<file path="config.mk">
export PLATFORM = sky130hd
export DESIGN_NAME = sum_latch_tx_sequencer_flat
export DESIGN_NICKNAME = d
export VERILOG_FILES = /design/src/rtl/sum_latch_tx_sequencer_if.sv /design/src/rtl/sum_latch_tx_sequencer.sv /design/src/flat_wrapper.sv
export SDC_FILE = /design/constraint.sdc
export NUM_CORES = 1
export LEC_CHECK = 0
export BUFFER_PORTS_ARGS = -buffer_cell sky130_fd_sc_hd__buf_2
export CAP_MARGIN = 20
export CORE_AREA = 2 2 63 65
export DETAILED_ROUTE_END_ITERATION = 6
export DIE_AREA = 0 0 65 67
export GPL_TIMING_DRIVEN = 0
export PLACE_DENSITY = 0.88
export SLEW_MARGIN = 10
export SYNTH_ARGS = -nofsm -noshare
export SYNTH_HDL_FRONTEND = slang
export SYNTH_SLANG_ARGS = --single-unit
</file>
<file path="constraint.sdc">
create_clock -name clk -period 4.8 [get_ports clk]
set_input_delay 0.96 -clock clk [delete_from_list [all_inputs] [get_ports clk]]
set_output_delay 0.96 -clock clk [all_outputs]
set_load 0.03 [all_outputs]
</file>
<file path="src/rtl/sum_latch_tx_sequencer_if.sv">
// Byte-wide UART transmit handshake between the sequencer and the UART TX.
// The master drives tx_start and tx_data. The slave, which is the UART, answers on tx_busy.
interface sum_latch_tx_sequencer_if;
  logic       tx_start;
  logic [7:0] tx_data;
  logic       tx_busy;

  modport master (output tx_start, output tx_data, input tx_busy);
  modport slave  (input tx_start, input tx_data, output tx_busy);
endinterface

</file>
<file path="src/rtl/sum_latch_tx_sequencer.sv">
// sum_latch_tx_sequencer
//
// On a start strobe this block captures two 8-bit operands and latches their 9-bit sum.
// It then sends the frame {HEADER, sum[7:0], {7'b0, sum[8]}} through a byte-wide UART.
// The UART handshake is a one-cycle tx_start pulse followed by tx_busy.
//
// Optional build macro SUMLATCH_CHECKSUM_EN appends a fourth byte.
// That byte is the XOR of the first three bytes. It is computed when the sum is latched.
//
// After each tx_start, one GUARD cycle ignores tx_busy. This covers the UART's one-cycle busy latency.
// Each WAIT phase is bounded by TIMEOUT cycles.
// If the bound expires, the frame is abandoned and the sticky err flag is set.
module sum_latch_tx_sequencer #(
  parameter logic [7:0] HEADER  = 8'hA5,
  parameter int         TIMEOUT = 4096
) (
  input  logic                            clk,
  input  logic                            rst,
  input  logic                            start,
  input  logic [7:0]                      a_in,
  input  logic [7:0]                      b_in,
  sum_latch_tx_sequencer_if.master        tx,
  output logic [8:0]                      sum_out,
  output logic                            busy,
  output logic                            done,
  output logic                            err,
  output logic                            dropped
);

`ifdef SUMLATCH_CHECKSUM_EN
  localparam logic [1:0] LAST_IDX = 2'd3;
`else
  localparam logic [1:0] LAST_IDX = 2'd2;
`endif

  localparam int               CNT_W    = $clog2(TIMEOUT);
  localparam logic [CNT_W-1:0] CNT_LAST = CNT_W'(TIMEOUT - 1);

  typedef enum logic [2:0] {
    IDLE  = 3'd0,
    LOAD  = 3'd1,
    GUARD = 3'd2,
    WAIT  = 3'd3,
    DONE  = 3'd4
  } state_t;

  state_t           state_r;
  state_t           state_s;
  logic [1:0]       idx_r;
  logic [1:0]       idx_s;
  logic [CNT_W-1:0] cnt_r;
  logic [CNT_W-1:0] cnt_s;
  logic             latch_s;
  logic             err_set_s;
  logic             drop_set_s;
  logic [8:0]       sum_s;
  logic [7:0]       byte_s;
  logic             tx_start_r;
  logic [7:0]       tx_data_r;

`ifdef SUMLATCH_CHECKSUM_EN
  logic [7:0] chk_r;

  // XOR checksum over the three leading frame bytes
  function automatic logic [7:0] frame_checksum(input logic [7:0] b0,
                                                input logic [7:0] b1,
                                                input logic [7:0] b2);
    return b0 ^ b1 ^ b2;
  endfunction
`endif

  assign sum_s       = {1'b0, a_in} + {1'b0, b_in};
  assign tx.tx_start = tx_start_r;
  assign tx.tx_data  = tx_data_r;

  // Next-state, byte index, WAIT counter and sticky-flag set conditions
  always_comb begin
    state_s    = state_r;
    idx_s      = idx_r;
    cnt_s      = cnt_r;
    latch_s    = 1'b0;
    err_set_s  = 1'b0;
    drop_set_s = start && (state_r != IDLE);
    case (state_r)
      IDLE: begin
        if (start) begin
          latch_s = 1'b1;
          idx_s   = 2'd0;
          state_s = LOAD;
        end else begin
          state_s = IDLE;
        end
      end
      LOAD: begin
        cnt_s   = {CNT_W{1'b0}};
        state_s = GUARD;
      end
      GUARD: begin
        state_s = WAIT;
      end
      WAIT: begin
        if (!tx.tx_busy) begin
          if (idx_r == LAST_IDX) begin
            state_s = DONE;
          end else begin
            idx_s   = idx_r + 2'd1;
            state_s = LOAD;
          end
        end else if (cnt_r == CNT_LAST) begin
          err_set_s = 1'b1;
          state_s   = IDLE;
        end else begin
          cnt_s = cnt_r + {{(CNT_W-1){1'b0}}, 1'b1};
        end
      end
      DONE: begin
        state_s = IDLE;
      end
      default: begin
        state_s = IDLE;
      end
    endcase
  end

  // Byte that will be presented on the next LOAD cycle; index 0 is the header, so the not-yet-latched sum is irrelevant there
  always_comb begin
    byte_s = 8'h00;
    case (idx_s)
      2'd0:    byte_s = HEADER;
      2'd1:    byte_s = sum_out[7:0];
      2'd2:    byte_s = {7'b0000000, sum_out[8]};
`ifdef SUMLATCH_CHECKSUM_EN
      2'd3:    byte_s = chk_r;
`endif
      default: byte_s = 8'h00;
    endcase
  end

  // State register plus registered outputs, all derived from the next state
  always_ff @(posedge clk) begin
    if (rst) begin
      state_r    <= IDLE;
      idx_r      <= 2'd0;
      cnt_r      <= {CNT_W{1'b0}};
      tx_start_r <= 1'b0;
      tx_data_r  <= 8'h00;
      sum_out    <= 9'h000;
      busy       <= 1'b0;
      done       <= 1'b0;
      err        <= 1'b0;
      dropped    <= 1'b0;
    end else begin
      state_r    <= state_s;
      idx_r      <= idx_s;
      cnt_r      <= cnt_s;
      tx_start_r <= (state_s == LOAD);
      busy       <= (state_s != IDLE);
      done       <= (state_s == DONE);
      err        <= err | err_set_s;
      dropped    <= dropped | drop_set_s;
      if (state_s == LOAD) begin
        tx_data_r <= byte_s;
      end
      if (latch_s) begin
        sum_out <= sum_s;
      end
    end
  end

`ifdef SUMLATCH_CHECKSUM_EN
  // Checksum byte is latched together with the sum so it stays consistent with sum_out
  always_ff @(posedge clk) begin
    if (rst) begin
      chk_r <= 8'h00;
    end else if (latch_s) begin
      chk_r <= frame_checksum(HEADER, sum_s[7:0], {7'b0000000, sum_s[8]});
    end
  end
`endif

endmodule

</file>
<file path="src/flat_wrapper.sv">
// flat-port wrapper written by rule: the top's interface ports become plain ports
module sum_latch_tx_sequencer_flat 
#(
  parameter logic [7:0] HEADER  = 8'hA5,
  parameter int         TIMEOUT = 4096
)
  (clk, rst, start, a_in, b_in, sum_out, busy, done, err, dropped, tx_tx_start, tx_tx_data, tx_tx_busy);
  sum_latch_tx_sequencer_if tx_i ();
  input  logic clk;
  input  logic rst;
  input  logic start;
  input  logic [7:0] a_in;
  input  logic [7:0] b_in;
  output logic [8:0] sum_out;
  output logic busy;
  output logic done;
  output logic err;
  output logic dropped;
  output wire logic [$bits(tx_i.tx_start)-1:0] tx_tx_start;
  output wire logic [$bits(tx_i.tx_data)-1:0] tx_tx_data;
  input wire logic [$bits(tx_i.tx_busy)-1:0] tx_tx_busy;
  assign tx_tx_start = tx_i.tx_start;
  assign tx_tx_data = tx_i.tx_data;
  assign tx_i.tx_busy = tx_tx_busy;
  sum_latch_tx_sequencer #(.HEADER(HEADER), .TIMEOUT(TIMEOUT)) u_core (.clk(clk), .rst(rst), .start(start), .a_in(a_in), .b_in(b_in), .tx(tx_i), .sum_out(sum_out), .busy(busy), .done(done), .err(err), .dropped(dropped));
endmodule
</file>
==> metrics.txt <==
CP max stage cell=sky130_fd_sc_hd__fa_1; worst slew pin tran=0.748 ns; Worst Setup Start Kind=input pin; Flop pwr share=0.444; antenna diode count=0; final worst clock skew=between 0.008 and 0.009 ns; worst setup slack for register-to-register paths=2.83 ns; residual antenna-violating net count after detailed routing=0; vias after detailed routing=1928; number of nets in the synthesized netlist=276; highest achievable clock rate=0.410 GHz; dpl hpwl=3470 um; data required time at the worst endpoint=5.01 ns; number of flops mapped to enable cells by yosys=0; placed cell areas=2350 um2; most used flip-flop cell after synthesis=sky130_fd_sc_hd__dfxtp_1; number of global-route vias before repair=1846; Final Wtd Congestion=0.867; total of endpoints with negative setup slack in the final report=0; WS Path Type=input pin to flip-flop; final-layout fill cell count=~310; drt drc=0; share of the clock period used by the worst path after layout=0.508; die boundary height=roughly 67 um; net switching power=0.000260 W; cts bufs inserted=5; end of the worst register-to-register path=u_core.tx.tx_data[0]$_SDFFE_PP0N_; type of destination of the critical path=flip-flop; PwrDens=332 nW/um2; warning count from the yosys run=0; clock period minus final worst setup slack=2.44 ns; netlist area before placement=2090 um2; type of the most critical hold path=flip-flop to flip-flop; sequential fraction of the synthesis area=0.374; Clock Latency Late Sink=0.30 ns; combinational cell fraction of total power=0.258; number of max-capacitance violations reported=0; number of standard cells after synthesis=244; Pint=between 0.0005 and 0.0006 W; Core Util, Final=0.681; Setup crit start=a_in[0]; worst endpoint data arrival time=2.65 ns; first-pass GRT wire length=7720 um; I/O pin cnt=42; critical-path maximum fanout=3; Total Nets Final=324; DR iter-0 viols=75; Avg Cell Area, Syn=8.56 um2; detailed-route wire length per cell=around 13 um; max-slew headroom at the worst pin=0.497; total global routing overflow=0; total wire length after detailed routing=4560 um; worst r2r src=u_core.idx_r[0]$_SDFF_PP0_; setup TNS=0 ns; number of synthesized register bits=39; number of clock sinks=39; hold violation total from the final report=0; maximum cell stage delay along the critical path=between 0.3 and 0.4 ns; Worst path top cell family by delay=compound AO/OA/AOI/OAI gates; placeable core area=3610 um2; Clk network pwr share=0.298; clock-pin slew reported for the worst setup and hold paths after clock tree synthesis=approximately 0.08 ns; share of flip-flops with an asynchronous set or reset=0; peak supply drop=0.181 mV; floorplan die width=65 um; run status=completed; number of buffers between clock root and the deepest sink=2; maximum number of pins on one net before global-route repair=12; commonest non-fill, non-tap cell in the layout=sky130_fd_sc_hd__buf_2; final design instance area without fill=2450 um2; termination of the worst setup path=u_core.sum_out[8]$_SDFFE_PP0P_; Port Buffer Count=41; number of hold buffers added after cts=0; Critical Path Stages=9; effective utilization at floorplan=0.579; setup repair after global routing missed its margin=no; floorplan die area=4360 um2; CP Cell Sequence=buf_2, ha_1, inv_1, fa_1, nor2b_1, o31a_1, o21ai_0, a21o_1, a311oi_1; Pre-antenna DRT Iters=5; Vias per Instance=roughly 5.7; switching power as a share of total power=0.319; CTS tree=built; highest-count cells in the layout ignoring fill and taps=sky130_fd_sc_hd__buf_2, sky130_fd_sc_hd__dfxtp_1, sky130_fd_sc_hd__nor2_1; number of H-tree levels=2; CTS root buffer=sky130_fd_sc_hd__clkbuf_8; layout cells sized above 1=0.205; overall fraction of global-route tracks in use=0.230; buffers inserted during post-CTS setup optimization=0; antenna violations before repair=0; # rows=22; final slew viol count=0; post-cts resize count=0; Area growth, synth to finish=17.5%; number of library cell types mapped by synthesis=51; leakage=0.984 nW; R2R depth=7; count of buffer and inverter cells on the critical path=2
## registers in the layout (all words and copies together) (netlist names), 2 cells and up
signal / cells
u_core.cnt_r: 12
u_core.sum_out: 9
u_core.state_r: 3
u_core.tx.tx_data: 8
u_core.idx_r: 2
## synthesized netlist by cell type (all sizes together), types with 3 or more instances
library cell	number	area share
a211oi	8	0.029
a21oi	21	0.050
buf	4	0.016
clkbuf	7	0.013
dfxtp	39	0.37
ha	11	0.066
inv	8	0.014
nand2	18	0.034
nand2b	8	0.024
nand3	7	0.025
nand3b	7	0.025
nand4	3	0.0090
nor2	28	0.050
nor2b	4	0.012
nor3	7	0.017
nor3b	5	0.020
nor4	5	0.018
o21ai	10	0.024
or3	5	0.015
xnor2	11	0.046
## through the flow
step	setup slack (ns)	total power (W)	hold WS [ns]	std cells
2_1_floorplan	2.37	0.000521	0.458	244
3_3_place_gp	2.15	0.000571	0.441	333
3_5_place_dp	2.07	0.000578	0.445	333
4_1_cts	2.37	0.000817	0.453	341
5_1_grt	2.20	0.000854	0.482	341
6_report	2.36	0.000815	0.451	341
## area by class of cell
cell class	count	area, um2	share of cell area
flip-flops and latches	39	781	0.318
well taps	48	60.1	0.0245
plain buffers	11	58.8	0.0240
inverters	8	30.0	0.0122
multi-input cells	186	1220	0.497
repair buffers	41	205	0.0836
clock buffers	8	100	0.0408
## cells by family (layout without fill, tap and decap cells)
family	Yosys count	in the layout	share of synthesized area
AO/OA/AOI/OAI	53	53	0.157
XOR/XNOR	11	11	0.0461
AND/OR/NAND/NOR	109	109	0.301
multiplexers	1	1	0.00479
adder cells (fa/ha/maj)	12	12	0.0754
buffers and inverters	19	68	0.0425
flip-flops	39	39	0.374
## per-layer routing
| layer | up-vias | GRT usage | wire (um) |
|---|---|---|---|
| met2 | 67 | 0.412 | 2180 |
| met1 | 871 | 0.257 | 1990 |
| li1 | 973 | - | - |
| met3 | 17 | 0.0557 | 251 |
| met5 | - | 0 | 0 |
| met4 | 0 | 0.104 | 139 |
## power groups by stage
stage / registers [W] / logic [W] / clock network (W)
after global placement: 0.000368 / 0.000203 / 0
after detailed placement: 0.000369 / 0.000208 / 0
after global routing: 0.000365 / 0.000231 / 0.000258
after CTS: 0.000362 / 0.000210 / 0.000245
after floorplan: 0.000408 / 0.000113 / 0
final: 0.000362 / 0.000210 / 0.000243
## how the worst min path moves through the flow
stage	to	slack [ns]	depth (start not counted)	from
2_1_floorplan	u_core.cnt_r[0]$_SDFFE_PP0P_	0.46	1	u_core.cnt_r[0]$_SDFFE_PP0P_
3_3_place_gp	u_core.tx.tx_data[5]$_SDFFE_PP0N_	0.44	2	u_core.tx.tx_data[5]$_SDFFE_PP0N_
3_5_place_dp	u_core.tx.tx_data[7]$_SDFFE_PP0N_	0.45	2	u_core.tx.tx_data[7]$_SDFFE_PP0N_
4_1_cts	u_core.tx.tx_data[7]$_SDFFE_PP0N_	0.45	2	u_core.tx.tx_data[7]$_SDFFE_PP0N_
5_1_grt	u_core.tx.tx_data[5]$_SDFFE_PP0N_	0.48	2	u_core.tx.tx_data[5]$_SDFFE_PP0N_
6_report	u_core.tx.tx_data[7]$_SDFFE_PP0N_	0.45	2	u_core.tx.tx_data[7]$_SDFFE_PP0N_
## worst register-to-register path: cells and delay by family (launching register included)
family                   cells  cell delay (ns)
AO/OA/AOI/OAI                3             0.88
AND/OR/NAND/NOR              1             0.09
flip-flops                   1             0.36
buffers and inverters        2             0.32
adder cells (fa/ha/maj)      1             0.22
(Power assumes the default switching activity.)
